### config.mk
export PLATFORM = sky130hd
export DESIGN_NAME = digit_scroller
export DESIGN_NICKNAME = d
export VERILOG_FILES = /design/src/rtl/digit_scroller.sv
export SDC_FILE = /design/constraint.sdc
export NUM_CORES = 1
export LEC_CHECK = 0
export BUFFER_PORTS_ARGS = -buffer_cell sky130_fd_sc_hd__buf_4
export CORE_MARGIN = 2
export CORE_UTILIZATION = 45
export DETAILED_ROUTE_END_ITERATION = 10
export GPL_TIMING_DRIVEN = 0
export HOLD_SLACK_MARGIN = 0.03
export PLACE_DENSITY = 0.73
export SLEW_MARGIN = 20
export SYNTH_ARGS = -nofsm -noshare
export SYNTH_HDL_FRONTEND = slang
export SYNTH_SLANG_ARGS = --single-unit
### constraint.sdc
create_clock -name clk -period 2.95 [get_ports clk]
set_input_delay 0.295 -clock clk [delete_from_list [all_inputs] [get_ports clk]]
set_output_delay 0.295 -clock clk [all_outputs]
set_load 0.01 [all_outputs]
### src/rtl/digit_scroller.sv
`default_nettype none
// ============================================================================
// Module      : digit_scroller
// Description : Circular scroller that captures an N_IN-digit value on load
//               and presents a sliding N_OUT-digit window over a ring made of
//               the captured digits followed by GAP blank digits. The window
//               steps left or right every STEP_DIV enabled cycles.
//
// Ports       : clk         - clock, all state on rising edge
//               rst         - synchronous reset, active-high
//               enable      - scroll enable
//               dir         - 0 = scroll left (p+1), 1 = scroll right (p-1)
//               load        - capture in_digits, restart at position 0
//               in_digits   - N_IN digits, most significant in top bits
//               out_digits  - N_OUT-digit window, slot 0 (leftmost) in top bits
//               pos         - current ring position
//               wrap        - one-cycle pulse when the position steps onto 0
//
// Revision    : 1.0 - initial release
// ============================================================================
module digit_scroller #(
    parameter int                 DIGIT_W    = 4,
    parameter int                 N_IN       = 3,
    parameter int                 N_OUT      = 2,
    parameter int                 GAP        = 0,
    parameter int                 STEP_DIV   = 1,
    parameter logic [DIGIT_W-1:0] BLANK_CODE = DIGIT_W'(4'hF),
    localparam int                c_RING_LEN = N_IN + GAP,
    localparam int                c_POS_W    = (c_RING_LEN > 1) ? $clog2(c_RING_LEN) : 1
) (
    input  logic                       clk,
    input  logic                       rst,
    input  logic                       enable,
    input  logic                       dir,
    input  logic                       load,
    input  logic [N_IN*DIGIT_W-1:0]    in_digits,
    output logic [N_OUT*DIGIT_W-1:0]   out_digits,
    output logic [c_POS_W-1:0]         pos,
    output logic                       wrap
);

    localparam int                 c_CNT_W    = (STEP_DIV > 1) ? $clog2(STEP_DIV) : 1;
    localparam logic [c_CNT_W-1:0] c_CNT_LAST = c_CNT_W'(STEP_DIV - 1);
    localparam logic [c_POS_W-1:0] c_POS_LAST = c_POS_W'(c_RING_LEN - 1);

    logic [N_IN*DIGIT_W-1:0]  r_digits;
    logic [c_POS_W-1:0]       r_pos;
    logic [c_CNT_W-1:0]       r_cnt;
    logic                     r_wrap;
    logic [N_OUT*DIGIT_W-1:0] r_out;

    logic                     w_step;
    logic [N_IN*DIGIT_W-1:0]  w_digits_nxt;
    logic [c_POS_W-1:0]       w_pos_nxt;
    logic [c_CNT_W-1:0]       w_cnt_nxt;
    logic                     w_wrap_nxt;
    logic [N_OUT*DIGIT_W-1:0] w_out_nxt;

    // Ring slot lookup: captured digits (most significant first), then blanks.
    function automatic logic [DIGIT_W-1:0] f_ring_digit(
        input logic [N_IN*DIGIT_W-1:0] digits,
        input int                      idx
    );
        logic [DIGIT_W-1:0] d;
        d = BLANK_CODE;
        for (int i = 0; i < N_IN; i++) begin
            if (idx == i) d = digits[(N_IN-1-i)*DIGIT_W +: DIGIT_W];
        end
        return d;
    endfunction

    // Load dominates any step that would otherwise fire on the same edge.
    assign w_step = enable && !load && (r_cnt == c_CNT_LAST);

    always_comb begin
        w_digits_nxt = r_digits;
        w_pos_nxt    = r_pos;
        w_cnt_nxt    = r_cnt + 1'b1;
        w_wrap_nxt   = 1'b0;

        if (load) begin
            w_digits_nxt = in_digits;
            w_pos_nxt    = '0;
            w_cnt_nxt    = '0;
        end else if (!enable) begin
            w_cnt_nxt    = '0;
        end else if (w_step) begin
            w_cnt_nxt = '0;
            if (dir) begin
                w_pos_nxt = (r_pos == '0) ? c_POS_LAST : r_pos - 1'b1;
            end else begin
                w_pos_nxt = (r_pos == c_POS_LAST) ? '0 : r_pos + 1'b1;
            end
            w_wrap_nxt = (w_pos_nxt == '0);
        end
    end

    // Window is built from next-state ring/position so it registers in step
    // with pos. Since pos < L and k < L, one subtraction gives the modulo.
    always_comb begin
        w_out_nxt = '0;
        for (int k = 0; k < N_OUT; k++) begin
            int idx;
            idx = int'(w_pos_nxt) + k;
            if (idx >= c_RING_LEN) idx = idx - c_RING_LEN;
            w_out_nxt[(N_OUT-1-k)*DIGIT_W +: DIGIT_W] = f_ring_digit(w_digits_nxt, idx);
        end
    end

    always_ff @(posedge clk) begin
        if (rst) begin
            r_digits <= '0;
            r_pos    <= '0;
            r_cnt    <= '0;
            r_wrap   <= 1'b0;
            r_out    <= '0;
        end else begin
            r_digits <= w_digits_nxt;
            r_pos    <= w_pos_nxt;
            r_cnt    <= w_cnt_nxt;
            r_wrap   <= w_wrap_nxt;
            r_out    <= w_out_nxt;
        end
    end

    assign out_digits = r_out;
    assign pos        = r_pos;
    assign wrap       = r_wrap;

endmodule
`default_nettype wire

# [After elaboration in Yosys (flattened, before gate mapping)]
# Index checks and enable logic that the tools add are counted.
[word_totals] word_cells=48 reg_bits=24 in_bits=17 out_inout_bits=11
[classes] reduce_logical=9 n_addsub=6 eq_ne=5 bitwise=3 muxes=18 magnitude_cmp=2
[op_table] operator="== test 32 x 2 -> 1 bit (second input constant)" n=2
[op_table] operator="== test 32 x 3 -> 1 bit (second input constant)" n=2
[op_table] operator="zero test 32 bit" n=2
[op_table] operator="2-to-1 mux 32 bit" n=2
[op_table] operator="2-to-1 mux 4 bit" n=6
[op_table] operator="2-to-1 mux 2 bit" n=9
[op_table] operator="2-to-1 mux 12 bit" n=1
[op_table] operator="OR reduction 4 bit" n=2
[op_table] operator="zero test 2 bit" n=2
[op_table] operator="subtractor 3 x 2 -> 4 bit (second input constant)" n=1
[op_table] operator="adder 2 x 1 -> 3 bit (second input constant)" n=1
[op_table] operator="greater-or-equal comparator 3 x 2 -> 1 bit (second input constant)" n=1
[op_table] operator="NOT 1 bit" n=3
[op_table] operator="subtractor 2 x 2 -> 3 bit (second input constant)" n=1
[op_table] operator="adder 2 x 1 -> 2 bit (second input constant)" n=1
[op_table] operator="== test 2 bit (second input constant)" n=1
[op_table] operator="greater-or-equal comparator 2 bit (second input constant)" n=1
[op_table] operator="logical AND 1 bit" n=2
[op_table] operator="subtractor 2 x 1 -> 2 bit (second input constant)" n=1
[op_table] operator="adder 1 bit (second input constant)" n=1
[op_table] operator="zero test 1 bit" n=1

# [Logic depth before layout (Yosys ltp)]
[depth] word_depth=16 mapped_depth=10 depth_no_buf=9

# [Worst setup path before layout]
# Ideal clock, no wire load.
[synth_timing] path_kind="reg-to-reg" from="register r_pos[0], in the netlist pos[0]" to="register r_out[1], in the netlist out_digits[1]" arrival_ns=2.151 path_stages_with_launch=10 slack_ns=0.684 path_buffers=1 required_ns=2.836 period_less_slack_ns=2.266 setup_time_ns=0.114 cell_sequence="dfxtp_1 inv_1 ha_1 a211o_1 a21o_1 ha_1 buf_2 nor3b_1 a222oi_1 and2b_1"
[synth_between] elab_chain_cells=16 elab_cells_between_ends=23 classes_between="4 x add/sub; 1 x order compare; 3 x eq/ne; 13 x mux; 2 x reduce/logical"
[synth_lines] element="start: declaration" line="47" source="logic [c_POS_W-1:0] r_pos;"
[synth_lines] element="start signal: assignment" line="119" source="r_pos <= w_pos_nxt;"
[synth_lines] element="adder 2 x 1 -> 2 bit (tied with other cells)" line="92" source="w_pos_nxt = (r_pos == c_POS_LAST) ? '0 : r_pos + 1'b1;"
[synth_lines] element="2-to-1 mux 2 bit (on tied branches)" line="92, 90"
[synth_lines] element="2-to-1 mux 2 bit" line="89" source="if (dir) begin"
[synth_lines] element="2-to-1 mux 2 bit" line="87" source="end else if (w_step) begin"
[synth_lines] element="2-to-1 mux 2 bit" line="85" source="end else if (!enable) begin"
[synth_lines] element="2-to-1 mux 2 bit" line="81" source="if (load) begin"
[synth_lines] element="2-to-1 mux 2 bit" line="87"
[synth_lines] element="2-to-1 mux 2 bit (*)" line="85"
[synth_lines] element="2-to-1 mux 2 bit (*)" line="81"
[synth_lines] element="adder 2 x 1 -> 3 bit (*)" line="104" source="idx = int'(w_pos_nxt) + k;"
[synth_lines] element="subtractor 3 x 2 -> 4 bit / greater-or-equal comparator 3 x 2 -> 1 bit (equally long branches)" line="105" source="if (idx >= c_RING_LEN) idx = idx - c_RING_LEN;"
[synth_lines] element="2-to-1 mux 32 bit (*)" line="105"
[synth_lines] element="zero test 32 bit" line="67" source="if (idx == i) d = digits[(N_IN-1-i)*DIGIT_W +: DIGIT_W];"
[synth_lines] element="2-to-1 mux 4 bit (2 in a row)" line="67"
[synth_lines] element="2-to-1 mux 4 bit (*)" line="67"
[synth_lines] element="end signal: assignment" line="122" source="r_out <= w_out_nxt;"
[synth_lines] element="end: declaration" line="50" source="logic [N_OUT*DIGIT_W-1:0] r_out;"
# Mark *: on every way between the ends. The rest lies on a longest branch, timed or not. The select of a mux whose other input is x is not followed.
# A chain may end at the register's enable or synchronous reset.

# [Worst setup path after layout]
[layout_timing] from="register r_pos[0], in the netlist pos[0]" to="register r_out[2], in the netlist out_digits[2]"
# Same word-level chain as after synthesis.

==> run summary <==
Post-Route Skew -> 0.004429 ns
ANT cells -> 0
post-route ant nets -> 0
critical path class -> reg -> reg
most frequent cells in the layout -> 26 x buf_4, 24 x dfxtp_1, 14 x nor2_1
dpl cell area -> 1290 um2
Max IR drop VDD -> 0.2593 mV
post-route core utilization -> 0.6069
Hold Vio Cnt, Final -> 0
register area -> 480.5 um2
Inst Count DP -> 156
Fill cells -> 210
Die Span X -> 52.53 um
Pre-Repair DR Iteration Count -> 5
postcts setup bufs -> 0
Syn Nets -> 125
critical path required time -> 3.17 ns
Final Worst Setup Slack -> 0.3605 ns
GPL Wtd Cong -> 0.7074
Synth-to-Final Area Change -> 26.68%
starting density of the core -> 0.4791
largest net degree at the start of global routing -> 15
setup violators final -> 0
dpl hpwl -> 1575 um
CTS tree -> yes
crit share post-route -> 0.8778
Worst-Margin Slew -> 0.5027 ns
hold_ws -> 0.2469 ns
Arr. time, crit path -> 2.81 ns
root buf cell -> clkbuf_4
clock tree buffer depth -> 2
nets -> 156
Port Buffer Count -> 26
Vias -> 848
multi-input logic area -> 524.3 um2
gr usage total -> 0.1711
hold buffers post-CTS -> 0
fin. max-slew vios -> 0
Finished Cell Area -> 1343 um2
post-route insts no fill -> 160
status -> finished clean
TritonCTS Buffers -> 3
Die ar. -> 2759 um2
Syn Inst Count -> 102
per-cell routed wire length -> 13.58 um
DP Worst Slack -> 0.4387 ns
Netlist cell types -> 30
FP Rows -> 17
initial antenna violation count -> 0
grt total ovfl -> 0
post-cts resize count -> 0
Synth warnings -> 0
crit start category -> register
Vias per Instance -> 5.300
initial drt markers -> 21
slew margin rel. -> 0.6642
critical path fanouts, max -> 10
layout cell share with drive strength beyond 1 -> 0.2803
unrepaired setup endpoints after global routing -> false
Post-Syn Area per Cell -> 10.39 um2
Tot Pwr -> 0.7220 mW
die height -> 52.53 um
Pwr Density -> 537.8 nW/um2
TNS Setup -> 0 ns
Max-cap violations -> 0
vias in the first global route -> 779
Synth Register Bits -> 24
register area share after synthesis -> 0.4534
clock slew at reported path FFs -> 0.13 ns
core area -> 2212 um2
DRT Wirelength -> 2172 um
r2r setup slk -> 0.36 ns
Achievable Freq -> 386.2 MHz
cell area after synthesis -> 1060 um2
CP Capture Type -> register
# DRC -> 0
Clock Latency Late Sink -> 0.31 ns
hold crit path type -> in -> reg
fin crit period -> 2.590 ns
commonest non-fill, non-tap cell in the layout -> buf_4
P_leak -> 0.6102 nW
H-tree depth -> 1
global-route wire length before repair -> 3422 um
# clock sinks -> 24
Ports -> 28
[sequential cells by signal, summed over array words and instances (netlist names)]
name / count
out_digits: 8
pos: 2
r_cnt: 1
r_digits: 12
wrap: 1
[layout make-up]
type	instances	share of cell area
tap	28	0.02610
inverter	2	0.005592
sequential	24	0.3579
buffer	6	0.03541
clock buffer	3	0.01678
timing repair buffer	26	0.1454
multi-input combinational	70	0.3905
clock inverter	1	0.02237
[Yosys cell counts]
| cell | n | share of area |
|---|---|---|
| inv_1 | 2 | 0.0071 |
| buf_6 | 1 | 0.011 |
| dfxtp_1 | 24 | 0.45 |
| nor3_1 | 1 | 0.0047 |
| and2b_1 | 3 | 0.021 |
| mux2i_2 | 1 | 0.013 |
| ha_1 | 6 | 0.071 |
| nor2_1 | 14 | 0.050 |
| conb_1 | 1 | 0.0035 |
| buf_12 | 1 | 0.019 |
| buf_1 | 2 | 0.0071 |
| o21a_1 | 5 | 0.035 |
| or3b_1 | 1 | 0.0083 |
| or2_2 | 1 | 0.0059 |
| nand2b_1 | 1 | 0.0059 |
| a22oi_1 | 5 | 0.035 |
| a211oi_1 | 1 | 0.0071 |
| a211o_1 | 1 | 0.0083 |
| nor2b_1 | 2 | 0.012 |
| nor4_1 | 1 | 0.0059 |
| a222oi_1 | 3 | 0.028 |
| mux2i_1 | 11 | 0.10 |
| nand2_1 | 1 | 0.0035 |
| buf_2 | 1 | 0.0047 |
| mux2_2 | 1 | 0.011 |
| a21o_1 | 1 | 0.0071 |
| nor3b_1 | 1 | 0.0071 |
| o2bb2ai_2 | 1 | 0.014 |
| clkbuf_1 | 1 | 0.0035 |
| a21oi_1 | 7 | 0.033 |
[logic make-up after synthesis]
group | share of synthesized area
compound gates | 0.1688
fa+ha+maj | 0.07084
buf+inv | 0.05195
flops | 0.4534
mux | 0.1275
other cells | 0.003539
simple gates | 0.1240
[routing by layer]
| layer | track usage | share of wire | vias to the layer above |
|---|---|---|---|
| met1 | 0.2036 | 0.43 | 396 |
| li1 | - | - | 418 |
| met4 | 0.05556 | 0.0041 | 0 |
| met2 | 0.3104 | 0.50 | 32 |
| met3 | 0.02571 | 0.061 | 2 |
| met5 | 0 | 0 | - |
[worst paths after layout]
kind,startpoint,to,cells past startpoint
max,pos[0],out_digits[2],9
min,in_digits[8],r_digits[8],3
max reg2reg,pos[0],out_digits[2],9
min reg2reg,r_digits[11],r_digits[11],2
[worst max-delay path, stage by stage, from the launching register on]
cell	delay, ns
dfxtp_1	0.39
inv_1	0.10
ha_1	0.32
a211o_1	0.33
a21o_1	0.17
ha_1	0.18
buf_2	0.18
nor3b_1	0.45
a222oi_1	0.17
and2b_1	0.20
[where the power goes]
| part | total [mW] | switching [mW] | internal, mW | leakage [nW] |
|---|---|---|---|---|
| Combinational | 0.132 | 0.0629 | 0.0687 | 0.384 |
| Sequential | 0.354 | 0.00674 | 0.348 | 0.199 |
| Clock | 0.236 | 0.0989 | 0.137 | 0.0279 |
| Total | 0.722 | 0.169 | 0.554 | 0.610 |
(Power assumes the default switching activity.)
